File: src/rtl/tl_line_master_if.sv
// Request/response and TileLink-UH A/D channel bundle for tl_line_master.
// The master modport is the line master's view; slave is the cache/memory side.
interface tl_line_master_if #(
  parameter int LG_BEATS = 2
);
  localparam int LINE_W = 128 << LG_BEATS;

  logic              req_valid;
  logic              req_ready;
  logic              req_wr;
  logic [31:0]       req_addr;
  logic [LINE_W-1:0] req_wdata;

  logic              rsp_valid;
  logic              rsp_ready;
  logic [LINE_W-1:0] rsp_rdata;
  logic              rsp_err;

  logic [2:0]        tlmst_a_opcode;
  logic [2:0]        tlmst_a_param;
  logic [7:0]        tlmst_a_size;
  logic [2:0]        tlmst_a_source;
  logic [31:0]       tlmst_a_address;
  logic [15:0]       tlmst_a_mask;
  logic [127:0]      tlmst_a_data;
  logic              tlmst_a_corrupt;
  logic              tlmst_a_valid;
  logic              tlmst_a_ready;

  logic [2:0]        tlmst_d_opcode;
  logic              tlmst_d_denied;
  logic [127:0]      tlmst_d_data;
  logic              tlmst_d_corrupt;
  logic              tlmst_d_valid;
  logic              tlmst_d_ready;

  modport master (
    input  req_valid, req_wr, req_addr, req_wdata, rsp_ready,
    input  tlmst_a_ready,
    input  tlmst_d_opcode, tlmst_d_denied, tlmst_d_data, tlmst_d_corrupt, tlmst_d_valid,
    output req_ready, rsp_valid, rsp_rdata, rsp_err,
    output tlmst_a_opcode, tlmst_a_param, tlmst_a_size, tlmst_a_source, tlmst_a_address,
    output tlmst_a_mask, tlmst_a_data, tlmst_a_corrupt, tlmst_a_valid,
    output tlmst_d_ready
  );

  modport slave (
    output req_valid, req_wr, req_addr, req_wdata, rsp_ready,
    output tlmst_a_ready,
    output tlmst_d_opcode, tlmst_d_denied, tlmst_d_data, tlmst_d_corrupt, tlmst_d_valid,
    input  req_ready, rsp_valid, rsp_rdata, rsp_err,
    input  tlmst_a_opcode, tlmst_a_param, tlmst_a_size, tlmst_a_source, tlmst_a_address,
    input  tlmst_a_mask, tlmst_a_data, tlmst_a_corrupt, tlmst_a_valid,
    input  tlmst_d_ready
  );
endinterface

File: src/rtl/tl_line_master.sv
// Single-outstanding TileLink-UH line master: one line request becomes a PutFullData burst or a Get.
// Optional D-channel watchdog enabled by defining TL_MASTER_TIMEOUT_EN.
module tl_line_master #(
  parameter int         LG_BEATS = 2,
  parameter logic [2:0] SRC_ID   = 3'd0,
  parameter int         TIMEOUT  = 1024
) (
  input  logic             clk,
  input  logic             rst,
  tl_line_master_if.master bus
);
  localparam int                BEATS      = 1 << LG_BEATS;
  localparam int                LINE_W     = 128 << LG_BEATS;
  localparam int                OFF_W      = LG_BEATS + 4;
  localparam logic [31:0]       ALIGN_MASK = ~((32'd1 << OFF_W) - 32'd1);
  localparam logic [LG_BEATS-1:0] LAST     = LG_BEATS'(BEATS - 1);

  typedef enum logic [2:0] {IDLE, WR_A, WR_D, RD_A, RD_D, RSP} state_t;

  state_t              r_state;
  logic [LG_BEATS-1:0] r_cnt;
  logic [LINE_W-1:0]   r_wdata;
  logic [LINE_W-1:0]   r_rdata;
  logic                r_err;
  logic                r_reqReady;
  logic                r_rspValid;
  logic                r_aValid;
  logic [2:0]          r_aOpcode;
  logic [7:0]          r_aSize;
  logic [2:0]          r_aSource;
  logic [31:0]         r_aAddr;
  logic [15:0]         r_aMask;
  logic [127:0]        r_aData;
  logic                r_dReady;

  logic [LG_BEATS-1:0] w_cntNext;
  logic                w_aFire;
  logic                w_dFire;
  logic                w_dBad;

  assign w_cntNext = r_cnt + 1'b1;
  assign w_aFire   = r_aValid & bus.tlmst_a_ready;
  assign w_dFire   = r_dReady & bus.tlmst_d_valid;
  assign w_dBad    = bus.tlmst_d_denied | bus.tlmst_d_corrupt;

`ifdef TL_MASTER_TIMEOUT_EN
  localparam int                TO_W    = $clog2(TIMEOUT + 1);
  localparam logic [TO_W-1:0]   TO_LAST = TO_W'(TIMEOUT - 1);
  logic [TO_W-1:0]     r_toCnt;
`endif

  always_ff @(posedge clk or posedge rst) begin
    if (rst) begin
      r_state    <= IDLE;
      r_cnt      <= '0;
      r_wdata    <= '0;
      r_rdata    <= '0;
      r_err      <= 1'b0;
      r_reqReady <= 1'b1;
      r_rspValid <= 1'b0;
      r_aValid   <= 1'b0;
      r_aOpcode  <= 3'd0;
      r_aSize    <= 8'd0;
      r_aSource  <= 3'd0;
      r_aAddr    <= 32'd0;
      r_aMask    <= 16'd0;
      r_aData    <= 128'd0;
      r_dReady   <= 1'b0;
`ifdef TL_MASTER_TIMEOUT_EN
      r_toCnt    <= '0;
`endif
    end else begin
      case (r_state)
        IDLE: begin
          if (bus.req_valid && r_reqReady) begin
            r_reqReady <= 1'b0;
            r_aValid   <= 1'b1;
            r_aAddr    <= bus.req_addr & ALIGN_MASK;
            r_aSize    <= 8'(OFF_W);
            r_aSource  <= SRC_ID;
            r_aMask    <= 16'hFFFF;
            r_wdata    <= bus.req_wdata;
            r_rdata    <= '0;
            r_err      <= 1'b0;
            r_cnt      <= '0;
            if (bus.req_wr) begin
              r_state   <= WR_A;
              r_aOpcode <= 3'd0;
              r_aData   <= bus.req_wdata[127:0];
            end else begin
              r_state   <= RD_A;
              r_aOpcode <= 3'd4;
              r_aData   <= 128'd0;
            end
          end
        end
        WR_A: begin
          if (w_aFire) begin
            if (r_cnt == LAST) begin
              r_cnt    <= '0;
              r_aValid <= 1'b0;
              r_aData  <= 128'd0;
              r_dReady <= 1'b1;
              r_state  <= WR_D;
            end else begin
              r_cnt   <= w_cntNext;
              r_aData <= r_wdata[128*w_cntNext +: 128];
            end
          end
        end
        WR_D: begin
          if (w_dFire) begin
            r_err      <= r_err | w_dBad | (bus.tlmst_d_opcode != 3'd0);
            r_dReady   <= 1'b0;
            r_rspValid <= 1'b1;
            r_state    <= RSP;
          end
        end
        RD_A: begin
          if (w_aFire) begin
            r_aValid <= 1'b0;
            r_dReady <= 1'b1;
            r_state  <= RD_D;
          end
        end
        RD_D: begin
          if (w_dFire) begin
            r_rdata[128*r_cnt +: 128] <= bus.tlmst_d_data;
            r_err <= r_err | w_dBad | (bus.tlmst_d_opcode != 3'd1);
            if (r_cnt == LAST) begin
              r_cnt      <= '0;
              r_dReady   <= 1'b0;
              r_rspValid <= 1'b1;
              r_state    <= RSP;
            end else begin
              r_cnt <= w_cntNext;
            end
          end
        end
        RSP: begin
          if (bus.rsp_ready) begin
            r_rspValid <= 1'b0;
            r_reqReady <= 1'b1;
            r_state    <= IDLE;
          end
        end
        default: begin
          r_state    <= IDLE;
          r_reqReady <= 1'b1;
        end
      endcase

`ifdef TL_MASTER_TIMEOUT_EN
      // Counts consecutive D-wait cycles without an accepted beat; expiry abandons the burst.
      if ((r_state == WR_D || r_state == RD_D) && !w_dFire) begin
        if (r_toCnt == TO_LAST) begin
          r_toCnt    <= '0;
          r_err      <= 1'b1;
          r_cnt      <= '0;
          r_dReady   <= 1'b0;
          r_rspValid <= 1'b1;
          r_state    <= RSP;
        end else begin
          r_toCnt <= r_toCnt + 1'b1;
        end
      end else begin
        r_toCnt <= '0;
      end
`endif
    end
  end

  assign bus.req_ready       = r_reqReady;
  assign bus.rsp_valid       = r_rspValid;
  assign bus.rsp_rdata       = r_rdata;
  assign bus.rsp_err         = r_err;
  assign bus.tlmst_a_opcode  = r_aOpcode;
  assign bus.tlmst_a_param   = 3'd0;
  assign bus.tlmst_a_size    = r_aSize;
  assign bus.tlmst_a_source  = r_aSource;
  assign bus.tlmst_a_address = r_aAddr;
  assign bus.tlmst_a_mask    = r_aMask;
  assign bus.tlmst_a_data    = r_aData;
  assign bus.tlmst_a_corrupt = 1'b0;
  assign bus.tlmst_a_valid   = r_aValid;
  assign bus.tlmst_d_ready   = r_dReady;
endmodule

File: src/flat_wrapper.sv
// flat-port wrapper written by rule: the top's interface ports become plain ports
module tl_line_master_flat 
#(
  parameter int         LG_BEATS = 2,
  parameter logic [2:0] SRC_ID   = 3'd0,
  parameter int         TIMEOUT  = 1024
)
  (clk, rst, bus_req_valid, bus_req_wr, bus_req_addr, bus_req_wdata, bus_rsp_ready, bus_tlmst_a_ready, bus_tlmst_d_opcode, bus_tlmst_d_denied, bus_tlmst_d_data, bus_tlmst_d_corrupt, bus_tlmst_d_valid, bus_req_ready, bus_rsp_valid, bus_rsp_rdata, bus_rsp_err, bus_tlmst_a_opcode, bus_tlmst_a_param, bus_tlmst_a_size, bus_tlmst_a_source, bus_tlmst_a_address, bus_tlmst_a_mask, bus_tlmst_a_data, bus_tlmst_a_corrupt, bus_tlmst_a_valid, bus_tlmst_d_ready);
  tl_line_master_if #(.LG_BEATS(LG_BEATS)) bus_i ();
  input  logic clk;
  input  logic rst;
  input wire logic [$bits(bus_i.req_valid)-1:0] bus_req_valid;
  input wire logic [$bits(bus_i.req_wr)-1:0] bus_req_wr;
  input wire logic [$bits(bus_i.req_addr)-1:0] bus_req_addr;
  input wire logic [$bits(bus_i.req_wdata)-1:0] bus_req_wdata;
  input wire logic [$bits(bus_i.rsp_ready)-1:0] bus_rsp_ready;
  input wire logic [$bits(bus_i.tlmst_a_ready)-1:0] bus_tlmst_a_ready;
  input wire logic [$bits(bus_i.tlmst_d_opcode)-1:0] bus_tlmst_d_opcode;
  input wire logic [$bits(bus_i.tlmst_d_denied)-1:0] bus_tlmst_d_denied;
  input wire logic [$bits(bus_i.tlmst_d_data)-1:0] bus_tlmst_d_data;
  input wire logic [$bits(bus_i.tlmst_d_corrupt)-1:0] bus_tlmst_d_corrupt;
  input wire logic [$bits(bus_i.tlmst_d_valid)-1:0] bus_tlmst_d_valid;
  output wire logic [$bits(bus_i.req_ready)-1:0] bus_req_ready;
  output wire logic [$bits(bus_i.rsp_valid)-1:0] bus_rsp_valid;
  output wire logic [$bits(bus_i.rsp_rdata)-1:0] bus_rsp_rdata;
  output wire logic [$bits(bus_i.rsp_err)-1:0] bus_rsp_err;
  output wire logic [$bits(bus_i.tlmst_a_opcode)-1:0] bus_tlmst_a_opcode;
  output wire logic [$bits(bus_i.tlmst_a_param)-1:0] bus_tlmst_a_param;
  output wire logic [$bits(bus_i.tlmst_a_size)-1:0] bus_tlmst_a_size;
  output wire logic [$bits(bus_i.tlmst_a_source)-1:0] bus_tlmst_a_source;
  output wire logic [$bits(bus_i.tlmst_a_address)-1:0] bus_tlmst_a_address;
  output wire logic [$bits(bus_i.tlmst_a_mask)-1:0] bus_tlmst_a_mask;
  output wire logic [$bits(bus_i.tlmst_a_data)-1:0] bus_tlmst_a_data;
  output wire logic [$bits(bus_i.tlmst_a_corrupt)-1:0] bus_tlmst_a_corrupt;
  output wire logic [$bits(bus_i.tlmst_a_valid)-1:0] bus_tlmst_a_valid;
  output wire logic [$bits(bus_i.tlmst_d_ready)-1:0] bus_tlmst_d_ready;
  assign bus_i.req_valid = bus_req_valid;
  assign bus_i.req_wr = bus_req_wr;
  assign bus_i.req_addr = bus_req_addr;
  assign bus_i.req_wdata = bus_req_wdata;
  assign bus_i.rsp_ready = bus_rsp_ready;
  assign bus_i.tlmst_a_ready = bus_tlmst_a_ready;
  assign bus_i.tlmst_d_opcode = bus_tlmst_d_opcode;
  assign bus_i.tlmst_d_denied = bus_tlmst_d_denied;
  assign bus_i.tlmst_d_data = bus_tlmst_d_data;
  assign bus_i.tlmst_d_corrupt = bus_tlmst_d_corrupt;
  assign bus_i.tlmst_d_valid = bus_tlmst_d_valid;
  assign bus_req_ready = bus_i.req_ready;
  assign bus_rsp_valid = bus_i.rsp_valid;
  assign bus_rsp_rdata = bus_i.rsp_rdata;
  assign bus_rsp_err = bus_i.rsp_err;
  assign bus_tlmst_a_opcode = bus_i.tlmst_a_opcode;
  assign bus_tlmst_a_param = bus_i.tlmst_a_param;
  assign bus_tlmst_a_size = bus_i.tlmst_a_size;
  assign bus_tlmst_a_source = bus_i.tlmst_a_source;
  assign bus_tlmst_a_address = bus_i.tlmst_a_address;
  assign bus_tlmst_a_mask = bus_i.tlmst_a_mask;
  assign bus_tlmst_a_data = bus_i.tlmst_a_data;
  assign bus_tlmst_a_corrupt = bus_i.tlmst_a_corrupt;
  assign bus_tlmst_a_valid = bus_i.tlmst_a_valid;
  assign bus_tlmst_d_ready = bus_i.tlmst_d_ready;
  tl_line_master #(.LG_BEATS(LG_BEATS), .SRC_ID(SRC_ID), .TIMEOUT(TIMEOUT)) u_core (.clk(clk), .rst(rst), .bus(bus_i));
endmodule
File: config.mk
export PLATFORM = sky130hd
export DESIGN_NAME = tl_line_master_flat
export DESIGN_NICKNAME = d
export VERILOG_FILES = /design/src/rtl/tl_line_master_if.sv /design/src/rtl/tl_line_master.sv /design/src/flat_wrapper.sv
export SDC_FILE = /design/constraint.sdc
export NUM_CORES = 2
export LEC_CHECK = 0
export BUFFER_PORTS_ARGS = -buffer_cell sky130_fd_sc_hd__buf_4
export CAP_MARGIN = 10
export CORE_AREA = 3 3 545 547
export DETAILED_ROUTE_END_ITERATION = 8
export DIE_AREA = 0 0 548 550
export PLACE_DENSITY_LB_ADDON = 0.25
export SLEW_MARGIN = 25
export SYNTH_ARGS = -nofsm -noshare
export SYNTH_HDL_FRONTEND = slang
export SYNTH_SLANG_ARGS = --single-unit
File: constraint.sdc
create_clock -name clk -period 55.7 [get_ports clk]
set_input_delay 16.71 -clock clk [delete_from_list [all_inputs] [get_ports clk]]
set_output_delay 16.71 -clock clk [all_outputs]
set_load 0.01 [all_outputs]
---- After elaboration in Yosys (flattened, before gate mapping) ----
Cells that the tools add are included.
word-level totals
  memories kept ........................... 0
  bits in latches ......................... 0
  flip-flop bits (word level) ............. 1193
  output and inout port bits .............. 711
  logic and storage cells ................. 108
  bits of input ports ..................... 684
  ROM bits ................................ 0
  RAM bits ................................ 0
operators by class
  equal/unequal tests ..................... 15
  reduce and logical (&&, ||, !) cells .... 21
  $mul .................................... 0
  $lt $le $gt $ge ......................... 0
  divide/modulo/power cells ............... 0
  bitwise operators ....................... 7
  muxes and demuxes ....................... 46
  shift-type cells ........................ 3
  add/sub/neg operators ................... 2
operators with widths
  kind                          count
  $mux W512                     2
  $pmux W512 S2                 1
  $bwmux W512                   1
  $mux W128                     4
  $shift A128 B34 Y512 const A  1
  $shiftx A128 B34 Y512         1
  $shiftx A512 B10 Y128         1
  $pmux W128 S2                 1
  $neg A9 Y34                   1
  $mux W3                       9
  $pmux W3 S6                   1
  $mux W1                       16
  $reduce_bool A3 Y1            5
  $ne A2 B1 Y1 const B          7
  $pmux W1 S3                   4
  $mux W2                       5
  $reduce_and A5 Y1             2
  $reduce_and A3 Y1             3
  $reduce_and A4 Y1             2
  $reduce_and A8 Y1             1
  $reduce_and A7 Y1             1
  $eq A3 B2 Y1 const B          2
  $eq A3 B3 Y1 const B          2
  $pmux W2 S3                   1
  15 further kinds              20

---- Logic depth before layout (Yosys ltp) ----
  word-level depth ........................ 5
  depth in mapped cells ................... 12
  depth with buffers taken out ............ 6

---- Least setup slack after synthesis ----
No wires, ideal clock.
  kind .................................... input port to flip-flop
  start point ............................. input bus_tlmst_d_valid
  end point ............................... register u_core.r_rdata[128] (netlist: u_core.bus.rsp_rdata[128])
  setup time .............................. 0.065 ns
  required time ........................... 55.635 ns
  buffers on the path ..................... 3
  stages .................................. 7
  arrival time ............................ 18.071 ns
  slack ................................... 37.564 ns
  path through ............................ and2_1 -> a32oi_2 -> buf_2 -> o21bai_1 -> buf_2 -> buf_2 -> a22o_1
on the way
  longest elaborated chain between the ends .. 3
ends and longest elaborated chain
  item                             line                   source
  from (decl)                      flat_wrapper.sv:22     input wire logic [$bits(bus_i.tlmst_d_valid)-1:0] bus_tlmst_d_valid;
  $and A1 B1 Y1                    tl_line_master.sv:43   assign w_dFire = r_dReady & bus.tlmst_d_valid;
  $ne A2 B1 Y1 (no line)           -
  $reduce_and A3 Y1 (no line)      -
  to (signal, indexed assignment)  tl_line_master.sv:128  r_rdata[128*r_cnt +: 128] <= bus.tlmst_d_data;
  to (decl)                        tl_line_master.sv:23   logic [LINE_W-1:0] r_rdata;
Every way passes these cells.
A chain may end at the register's enable or synchronous reset.

==> flow_summary.json <==
{
  "postRouteAntennaNets": 0,
  "path_cells": "buf_4 > clkinv_8 > buf_4 > buf_4 > buf_4 > buf_4 > buf_4 > buf_4",
  "period_share": 0.3804,
  "grt_first_pass_wirelength_um": 308600,
  "critPathTopFamily": "buffers and inverters",
  "r2r_slack_ns": 50.66,
  "setup_viol_count_final": 0,
  "cts_tree": "yes",
  "layout_min_cycle_time_ns": 21.19,
  "synthSimpleGateAreaFrac": 0.03408,
  "syn_area_mm2": 0.04938,
  "grt-busiest-layer": "met2",
  "dr.pass1.iters": 5,
  "ir_drop_mv": 0.02760,
  "crit_fanout": 131,
  "routedWlPerCell_um": 24.54,
  "cts.sinks": 1190,
  "total_power_uw": 3277,
  "synthMuxAreaShare": 0.1815,
  "cts_setup_buffers": 0,
  "path_buf_inv": 8,
  "hold_start": "u_core.bus.tlmst_a_opcode[2]",
  "yosysWarnings": 0,
  "max_cap_viol_count": 0,
  "gp_congestion": 0.8040,
  "yosysSeqAreaShare": 0.6031,
  "fmax_ghz": 0.04719,
  "port_buffers": 1367,
  "holdPathEnd": "u_core.bus.tlmst_a_opcode[2]",
  "outcome": "finished, final reports clean",
  "numCtsBuffers": 153,
  "r2r-start": "u_core.r_state[2]",
  "filler_cell_count": 31350,
  "start_kind": "input port",
  "p_leak_uw": 0.03088,
  "fin_hold_ws_ns": 0.4879,
  "via_count": 37230,
  "synthAdderAreaFrac": 0.001520,
  "drc_errors": 0,
  "synth-seq-cells": 1190,
  "syn_inst": 3728,
  "ys.flop_type": "dfrtp_1",
  "synth_top_family_by_area": "multiplexers",
  "grt_use_met3": 0.05879,
  "drive_gt1_frac": 0.4655,
  "overflow": 0,
  "core_area_mm2": 0.2931,
  "synth-edff-count": 0,
  "die-height_um": 550,
  "synth-compound-area-share": 0.1410,
  "final.setup_skew_ns": 0.03117,
  "antenna_found_initial": 98,
  "area_delta_synth_final_pct": 39.04,
  "hpwl_um": 164000,
  "postLayoutSetupSlackWorst_ns": 34.51,
  "ios": 1395,
  "grtUsageTotal": 0.1406,
  "initial_core_util": 0.1685,
  "die_w_um": 548,
  "dieArea_mm2": 0.3014,
  "slowest_delay_ns": 0.80,
  "arrival_ns": 22.00,
  "seq_area_mm2": 0.02978,
  "power.density_mw_per_mm2": 47.74,
  "critical_path.endpoint_type": "asynchronous set/reset pin",
  "multi_input_area_mm2": 0.01790,
  "ctsLongestPathBuffers": 4,
  "worst-path-stages": 8,
  "gr-usage-met1": 0.1674,
  "required_ns": 56.51,
  "cpMostUsedCell": "buf_4",
  "hold_path_depth": 2,
  "final_nets": 5661,
  "worstReg2RegEnd": "u_core.bus.tlmst_a_data[75]",
  "finalHoldViolCount": 0,
  "pre_cts_slack_ns": 33.08,
  "yosysUniqueCellTypes": 49,
  "cts_resized": 0,
  "grt_max_degree": 210,
  "critical-path-slowest-cell": "buf_4",
  "drv_slew": 0,
  "first_iter_violations": 2188,
  "setup_tns_ns": 0,
  "rr_worst_depth": 7,
  "rows": 199,
  "path_clk_slew_ns": 0.06,
  "root_buffer": "clkbuf_16",
  "tightestPinTransition_ns": 1.118,
  "viasPerCell": 4.125,
  "first_global_vias": 38720,
  "grtUsageMet2": 0.2308,
  "clk_latency_ns": 0.79,
  "relSlewSlack": 0.2550,
  "async_flop_share": 1.000,
  "synth_xor_area_frac": 0.0003548,
  "rsz0062_at_grt": "no",
  "worstSetupPathType": "input port to asynchronous set/reset pin",
  "synth_area_per_cell_um2": 13.24,
  "routed_wl_um": 221500,
  "cts-htree-levels": 4,
  "ctsHoldBuffers": 0,
  "hold_path.class": "register to register"
}
-- synthesized netlist by cell type, types with 3 or more instances --
| master | number | area share |
|---|---|---|
| a21oi_1 | 137 | 0.014 |
| a22o_1 | 256 | 0.045 |
| a22oi_1 | 128 | 0.019 |
| a31oi_1 | 3 | 0.00038 |
| buf_1 | 14 | 0.0011 |
| buf_2 | 137 | 0.014 |
| buf_4 | 51 | 0.0078 |
| buf_6 | 13 | 0.0030 |
| clkbuf_1 | 151 | 0.011 |
| clkbuf_2 | 6 | 0.00061 |
| dfrtp_1 | 1189 | 0.60 |
| ha_1 | 6 | 0.0015 |
| inv_1 | 8 | 0.00061 |
| mux2_2 | 538 | 0.12 |
| mux4_2 | 128 | 0.058 |
| nand2_1 | 264 | 0.020 |
| nand3_1 | 4 | 0.00041 |
| nor2_1 | 136 | 0.010 |
| nor4_2 | 3 | 0.00076 |
| o21ai_0 | 367 | 0.037 |
| o21ai_1 | 25 | 0.0025 |
| o31ai_1 | 127 | 0.019 |
-- area by class of cell --
cell class,instances,share of cell area
Inverter,8,0.0006196
Clock inverter,42,0.008019
Sequential cell,1190,0.4338
Timing Repair Buffer,1440,0.1583
Clock buffer,223,0.06619
Multi-Input combinational cell,2178,0.2608
Tap cell,3919,0.07142
Antenna cell,24,0.0008748
-- worst min-delay path, cell delays in order (launching register included) --
cell and delay, ns:
dfrtp_1 0.34, nand2_1 0.05, o21ai_0 0.06
-- cell families (layout without fill, tap and decap cells) --
kind of cell / count (synthesis) / after routing
AO/OA/AOI/OAI: 1059 / 1059
adder cells (fa/ha/maj): 6 / 6
buffers and inverters: 380 / 1713
flip-flops: 1190 / 1190
XOR/XNOR: 2 / 2
multiplexers: 668 / 668
other: 1 / 45
AND/OR/NAND/NOR: 422 / 422
-- flip-flops by register name, summed over array words and instances, names as in the netlist --
register	count
u_core.bus.req_ready	1
u_core.bus.rsp_err	1
u_core.bus.rsp_rdata	512
u_core.bus.rsp_valid	1
u_core.bus.tlmst_a_address	26
u_core.bus.tlmst_a_data	128
u_core.bus.tlmst_a_opcode	1
u_core.bus.tlmst_a_size	1
u_core.bus.tlmst_a_valid	1
u_core.bus.tlmst_d_ready	1
u_core.r_cnt	2
u_core.r_state	3
u_core.r_wdata	512
-- layout by cell type, fill, tap and decap left out, drive strengths merged, types with 3 or more instances in the layout --
master | netlist | routed
a21boi | 3 | 3
a21oi | 137 | 137
a22o | 256 | 256
a22oi | 128 | 128
a31oi | 3 | 3
buf | 215 | 1440
bufinv | 0 | 9
clkbuf | 157 | 223
clkinv | 0 | 23
conb | 1 | 21
dfrtp | 1189 | 1189
diode | 0 | 24
ha | 6 | 6
inv | 8 | 16
mux2 | 538 | 538
mux4 | 128 | 128
nand2 | 264 | 264
nand3 | 4 | 4
nor2 | 136 | 136
nor4 | 4 | 4
o21ai | 392 | 392
o31ai | 128 | 128
-- routing by layer --
layer  up-vias  part of all wire
met2      1476              0.48
met1     19080              0.39
li1      16180                 -
met4       102             0.029
met3       382             0.099
met5         -            0.0035
-- report_power, final --
part / internal (µW) / switching, µW
Sequential: 1120 / 147
Combinational: 494 / 504
Clock: 609 / 404
-- worst max-delay path by stage --
stage / startpoint / to
after global placement: rst / u_core.r_wdata[117]
after detailed placement: rst / u_core.r_wdata[117]
final: rst / u_core.bus.tlmst_a_data[121]
after global routing: rst / u_core.bus.tlmst_a_data[121]
after CTS: rst / u_core.r_wdata[281]
after floorplan: rst / u_core.bus.rsp_err
-- stage by stage --
stage	area, µm²	util	std cells
finish	68650	0.2343	9024
global route	68620	0.2341	9010
CTS	68570	0.2340	8999
detailed placement	63470	0.2166	8734
global placement	63450	0.2165	8732
floorplan	49450	-	3748
Power figures use the tool's default switching activity.
